$ cat config.mk
export PLATFORM = sky130hd
export DESIGN_NAME = prefix_adder_pipe
export DESIGN_NICKNAME = d
export VERILOG_FILES = /design/src/rtl/prefix_adder_pipe.sv
export SDC_FILE = /design/constraint.sdc
export NUM_CORES = 1
export LEC_CHECK = 0
export CAP_MARGIN = 20
export CORE_MARGIN = 2
export CORE_UTILIZATION = 49
export CTS_BUF_LIST = sky130_fd_sc_hd__clkbuf_4 sky130_fd_sc_hd__clkbuf_8
export CTS_CLUSTER_SIZE = 25
export DETAILED_ROUTE_END_ITERATION = 7
export PLACE_DENSITY = 0.77
export RECOVER_POWER = 100
export SYNTH_ARGS = -nofsm -noshare
export SYNTH_HDL_FRONTEND = slang
export SYNTH_SLANG_ARGS = --single-unit
$ cat constraint.sdc
create_clock -name clk -period 2.75 [get_ports clk]
set_clock_uncertainty 0.1 [all_clocks]
set_input_delay 0.275 -clock clk [delete_from_list [all_inputs] [get_ports clk]]
set_output_delay 0.275 -clock clk [all_outputs]
set_load 0.01 [all_outputs]
$ cat src/rtl/prefix_adder_pipe.sv
// prefix_adder_pipe: three-stage Kogge-Stone adder with valid/ready handshake.
// S0 registers bitwise generate/propagate (carry-in folded in as bit -1),
// S1 runs the first half of the prefix levels, S2 the rest plus sum/flags.
// Optional subtract mode: define PREFIX_SUB_EN to add the 'sub' port.
module prefix_adder_pipe #(
  parameter int WIDTH = 8
) (
  input  logic             clk,
  input  logic             rst,
  input  logic             in_valid,
  output logic             in_ready,
  input  logic [WIDTH-1:0] a,
  input  logic [WIDTH-1:0] b,
  input  logic             cin,
`ifdef PREFIX_SUB_EN
  input  logic             sub,
`endif
  output logic             out_valid,
  input  logic             out_ready,
  output logic [WIDTH-1:0] s,
  output logic             cout,
  output logic             ovf,
  output logic             zero
);

  // Vector index 0 is the carry-in pseudo-bit; index i+1 is operand bit i.
  localparam int N = WIDTH + 1;
  localparam int L = $clog2(N);
  localparam int H = (L + 1) / 2;

  typedef struct packed {
    logic [N-1:0] g;
    logic [N-1:0] p;
  } gp_t;

  // Kogge-Stone levels lo..hi; level k combines with the node 2^(k-1) below.
  function automatic gp_t ks_levels(input gp_t x, input int lo, input int hi);
    gp_t y;
    gp_t t;
    int  d;
    y = x;
    for (int k = lo; k <= hi; k++) begin
      d = 1 << (k - 1);
      t = y;
      for (int i = 0; i < N; i++) begin
        if (i >= d) begin
          t.g[i] = y.g[i] | (y.p[i] & y.g[i-d]);
          t.p[i] = y.p[i] & y.p[i-d];
        end
      end
      y = t;
    end
    return y;
  endfunction

  // Final stage only needs the group generates (= carries).
  function automatic logic [N-1:0] ks_carry(input gp_t x, input int lo, input int hi);
    gp_t y;
    y = ks_levels(x, lo, hi);
    return y.g;
  endfunction

  logic [2:0]       vld_pipe;
  logic             rdy0, rdy1, rdy2;
  logic [WIDTH-1:0] b_eff;
  logic             c_eff;
  gp_t              s0_gp, s1_gp, lvl1;
  logic [WIDTH-1:0] s1_pb;
  logic [N-1:0]     carry;

  // Operand conditioning: subtract is a + ~b + 1, with the +1 as carry-in.
`ifdef PREFIX_SUB_EN
  assign b_eff = sub ? ~b : b;
  assign c_eff = sub ? 1'b1 : cin;
`else
  assign b_eff = b;
  assign c_eff = cin;
`endif

  // Each stage advances when empty or when the stage after it advances.
  assign rdy2     = !vld_pipe[2] || out_ready;
  assign rdy1     = !vld_pipe[1] || rdy2;
  assign rdy0     = !vld_pipe[0] || rdy1;
  assign in_ready = rdy0 && !rst;

  assign lvl1  = ks_levels(s0_gp, 1, H);
  assign carry = ks_carry(s1_gp, H + 1, L);

  assign out_valid = vld_pipe[2];

  // Pipeline registers; stalled stages hold, reset drops all in-flight work.
  always_ff @(posedge clk) begin
    if (rst) begin
      vld_pipe <= '0;
      s        <= '0;
      cout     <= 1'b0;
      ovf      <= 1'b0;
      zero     <= 1'b0;
    end else begin
      if (rdy0) begin
        vld_pipe[0] <= in_valid;
        if (in_valid) begin
          s0_gp.g <= {a & b_eff, c_eff};
          s0_gp.p <= {a ^ b_eff, 1'b0};
        end
      end
      if (rdy1) begin
        vld_pipe[1] <= vld_pipe[0];
        if (vld_pipe[0]) begin
          s1_gp <= lvl1;
          s1_pb <= s0_gp.p[N-1:1];
        end
      end
      if (rdy2) begin
        vld_pipe[2] <= vld_pipe[1];
        if (vld_pipe[1]) begin
          s    <= s1_pb ^ carry[N-2:0];
          cout <= carry[N-1];
          ovf  <= carry[N-1] ^ carry[N-2];
          zero <= ((s1_pb ^ carry[N-2:0]) == '0);
        end
      end
    end
  end

endmodule

==> metrics.txt <==
global-route usage over all layers=16.2%; Yosys reg bits=53; initial antenna violation count=0; Nets=218; setup violators final=0; global routing usage on met3=4.87%; FILL cells=306; multiplexer share of the synthesized area=0%; complex-gate fraction of the synthesized area=9.52%; worst slew pin tran=1.04 ns; Total Power=1.55 mW; die height=68.7 um; leading cell type in the layout, fill and taps excluded=edfxtp_1; Syn Inst Count=151; area share of the largest cell type after synthesis=57.1%; drt via density=5.17; post-synthesis sequential area ratio=70.8%; full die area=0.00472 sq mm; hold path cells=2; Syn Nets=180; fmax=427 MHz; Synth area leaders=edfxtp_1, dfxtp_1, ha_1, a21oi_1, xnor2_1; Layout area overhead=23.9%; unrepaired setup endpoints after global routing=no; dominant cell type by area after synthesis=edfxtp_1; FF-to-FF End=s0_gp[15]$_DFFE_PP_; ys flop type=edfxtp_1; CTS tree=built; Adder-Cell Fraction of Synth Area=4.88%; Final Max Slew Viols=0; CP startpoint=out_ready; largest net degree at the start of global routing=23; worst setup path endpoint=in_ready; layout cells sized above 1=5.79%; clk slew on worst S/H paths=0.09 ns; Relative slew margins=30.3%; Worst-Skew Late Latency=0.30 ns; synth unique cells=26; number of max-cap violations=0; Reg2Reg Depth=4; cts repair resizes=0; Net Sw Power=314 uW; pwr dens=611 mW/mm^2; Final min period=2.34 ns; drt wl/cell=13.0 um; final worst path period share=85.1%; CTS Buf Count=5; Sw Ratio=20.2%; final setup TNS=0 ns; Flop pwr share=59.6%; Setup Fix Bufs, Post-CTS=0; remaining routing DRC violations=0; Reg2Reg Launch Point=vld_pipe[2]$_SDFFE_PP0N_; R2R setup slack=0.75 ns; endpoints failing hold=0; busiest layer in global routing=met2; Post-synth EDFFs=39; Starting Density=51.3%; Longest Clk Path Bufs=2; drt pass-1 iters=4; Post-CTS Hold Buffers=0; peak supply drop=0.452 mV; CTS sink count=53; gpl congestion=0.728; core area=0.00400 sq mm; static leakage=0.890 nW; type of origin of the critical path=input pin; 1st-iter DRT viols=47; crit path DAT=1.97 ns; critical path required time=2.38 ns; crit path capture type=output pin; internal power=1.24 mW; GR Util met2=29.2%; CTS root buf=clkbuf_8; highest-count cells in the layout ignoring fill and taps=edfxtp_1, dlygate4sd3_1, nand2_1; Synth Area in Simple Gates=9.76%; outcome=completed; Comb pwr share=7.2%; ant diodes=0; PortBufs=33; I/O Pins=34; Post-DP HPWL=2.39 mm; final wirelength=3.12 mm; Routed Antenna Nets=0; Async S/R FF share, synth=0%; XOR/XNOR share of the synthesized area=3.84%; Crit Path Max Fanout=4; met1 Resource Use GR=17.6%; syn avg cell area=13.6 sq um; vias post-DR=1240; clock power share=33.1%; remaining global-route overflow=0; Die W=68.7 um; maximum level of the CTS H-tree=2; standard-cell rows=23; Synthesis Warnings=0; largest family of logic cells by synthesized area=simple AND/OR/NAND/NOR gates; vias in the first global route=1272; first-pass GRT wire length=5.50 mm; Synth Cell Area=0.00205 sq mm; critical path type=in2out; type of the worst min-delay path=reg2reg
==> worst min path at each step <==
stage,start,to,slack [ns]
6_report,s[7]$_SDFFE_PP0P_,s[7]$_SDFFE_PP0P_,0.37
5_1_grt,s[7]$_SDFFE_PP0P_,s[7]$_SDFFE_PP0P_,0.40
4_1_cts,s[7]$_SDFFE_PP0P_,s[7]$_SDFFE_PP0P_,0.38
3_5_place_dp,s[6]$_SDFFE_PP0P_,s[6]$_SDFFE_PP0P_,0.36
3_3_place_gp,s[4]$_SDFFE_PP0P_,s[4]$_SDFFE_PP0P_,0.34
2_1_floorplan,cin,lvl1[9]$_DFFE_PP_,0.27
==> power by group through the flow <==
stage | Sequential (mW) | Clock, mW | Combinational, mW
after floorplan | 0.942 | 0 | 0.0568
after detailed placement | 0.946 | 0 | 0.121
final | 0.927 | 0.515 | 0.112
after global routing | 0.932 | 0.553 | 0.128
after CTS | 0.927 | 0.524 | 0.122
after global placement | 0.942 | 0 | 0.115
==> cell usage after synthesis (2+ instances only) <==
library cell and number:
o21ai_0 4, and2_1 2, nand3_1 2, nor2_1 15, dfxtp_1 14, a21o_1 3
a21oi_1 15, nand2_1 18, edfxtp_1 39, clkbuf_1 2, ha_1 8, a211oi_1 6
inv_1 2, xnor2_1 8, buf_2 2
==> metrics by stage <==
step / worst slack (ns) / util [%] / hold slack (ns) / cells / instance area [sq um]
6_report: 0.409 / 63.5 / 0.369 / 240 / 2540
5_1_grt: 0.308 / 63.5 / 0.399 / 240 / 2540
4_1_cts: 0.628 / 63.9 / 0.379 / 240 / 2560
3_5_place_dp: 0.497 / 61.2 / 0.358 / 232 / 2450
3_3_place_gp: 0.542 / 61.2 / 0.343 / 232 / 2450
2_1_floorplan: 0.0508 / - / 0.274 / 151 / 2050
==> per-layer routing <==
layer,up-vias,wire [um],share of wire (%)
met1,585,1290,41
met4,0,55,1.8
li1,618,-,-
met3,5,160,5.1
met5,-,0,0
met2,32,1610,52
==> worst max-delay path, stage by stage <==
cell           delay, ns
dlygate4sd3_1       0.53
nand2b_2            0.20
nor2_1              0.22
a21oi_1             0.13
dlygate4sd3_1       0.63
==> sequential cells by signal, indices dropped and copies added, names as in the netlist <==
name,cells
carry,4
cout,1
lvl1,1
ovf,1
s,8
s0_gp,16
s1_gp,10
s1_pb,8
vld_pipe,3
zero,1
==> cell families (layout without fill, tap and decap cells) <==
group / Yosys count / count (layout)
compound gates: 31 / 31
xor+xnor: 9 / 9
fa+ha+maj: 8 / 8
buf+inv: 6 / 45
flops: 53 / 53
simple gates: 44 / 44
==> area by class of cell <==
cell class | count | area (sq um) | share of cell area, %
inverter | 2 | 7.51 | 0.295
sequential | 53 | 1450 | 57.1
tap | 50 | 62.6 | 2.46
multi-input combinational | 92 | 571 | 22.5
clock buffer | 6 | 76.3 | 3.00
timing repair buffer | 35 | 339 | 13.3
clock inverter | 2 | 33.8 | 1.33
No activity file was read; power rests on OpenSTA's default activity.
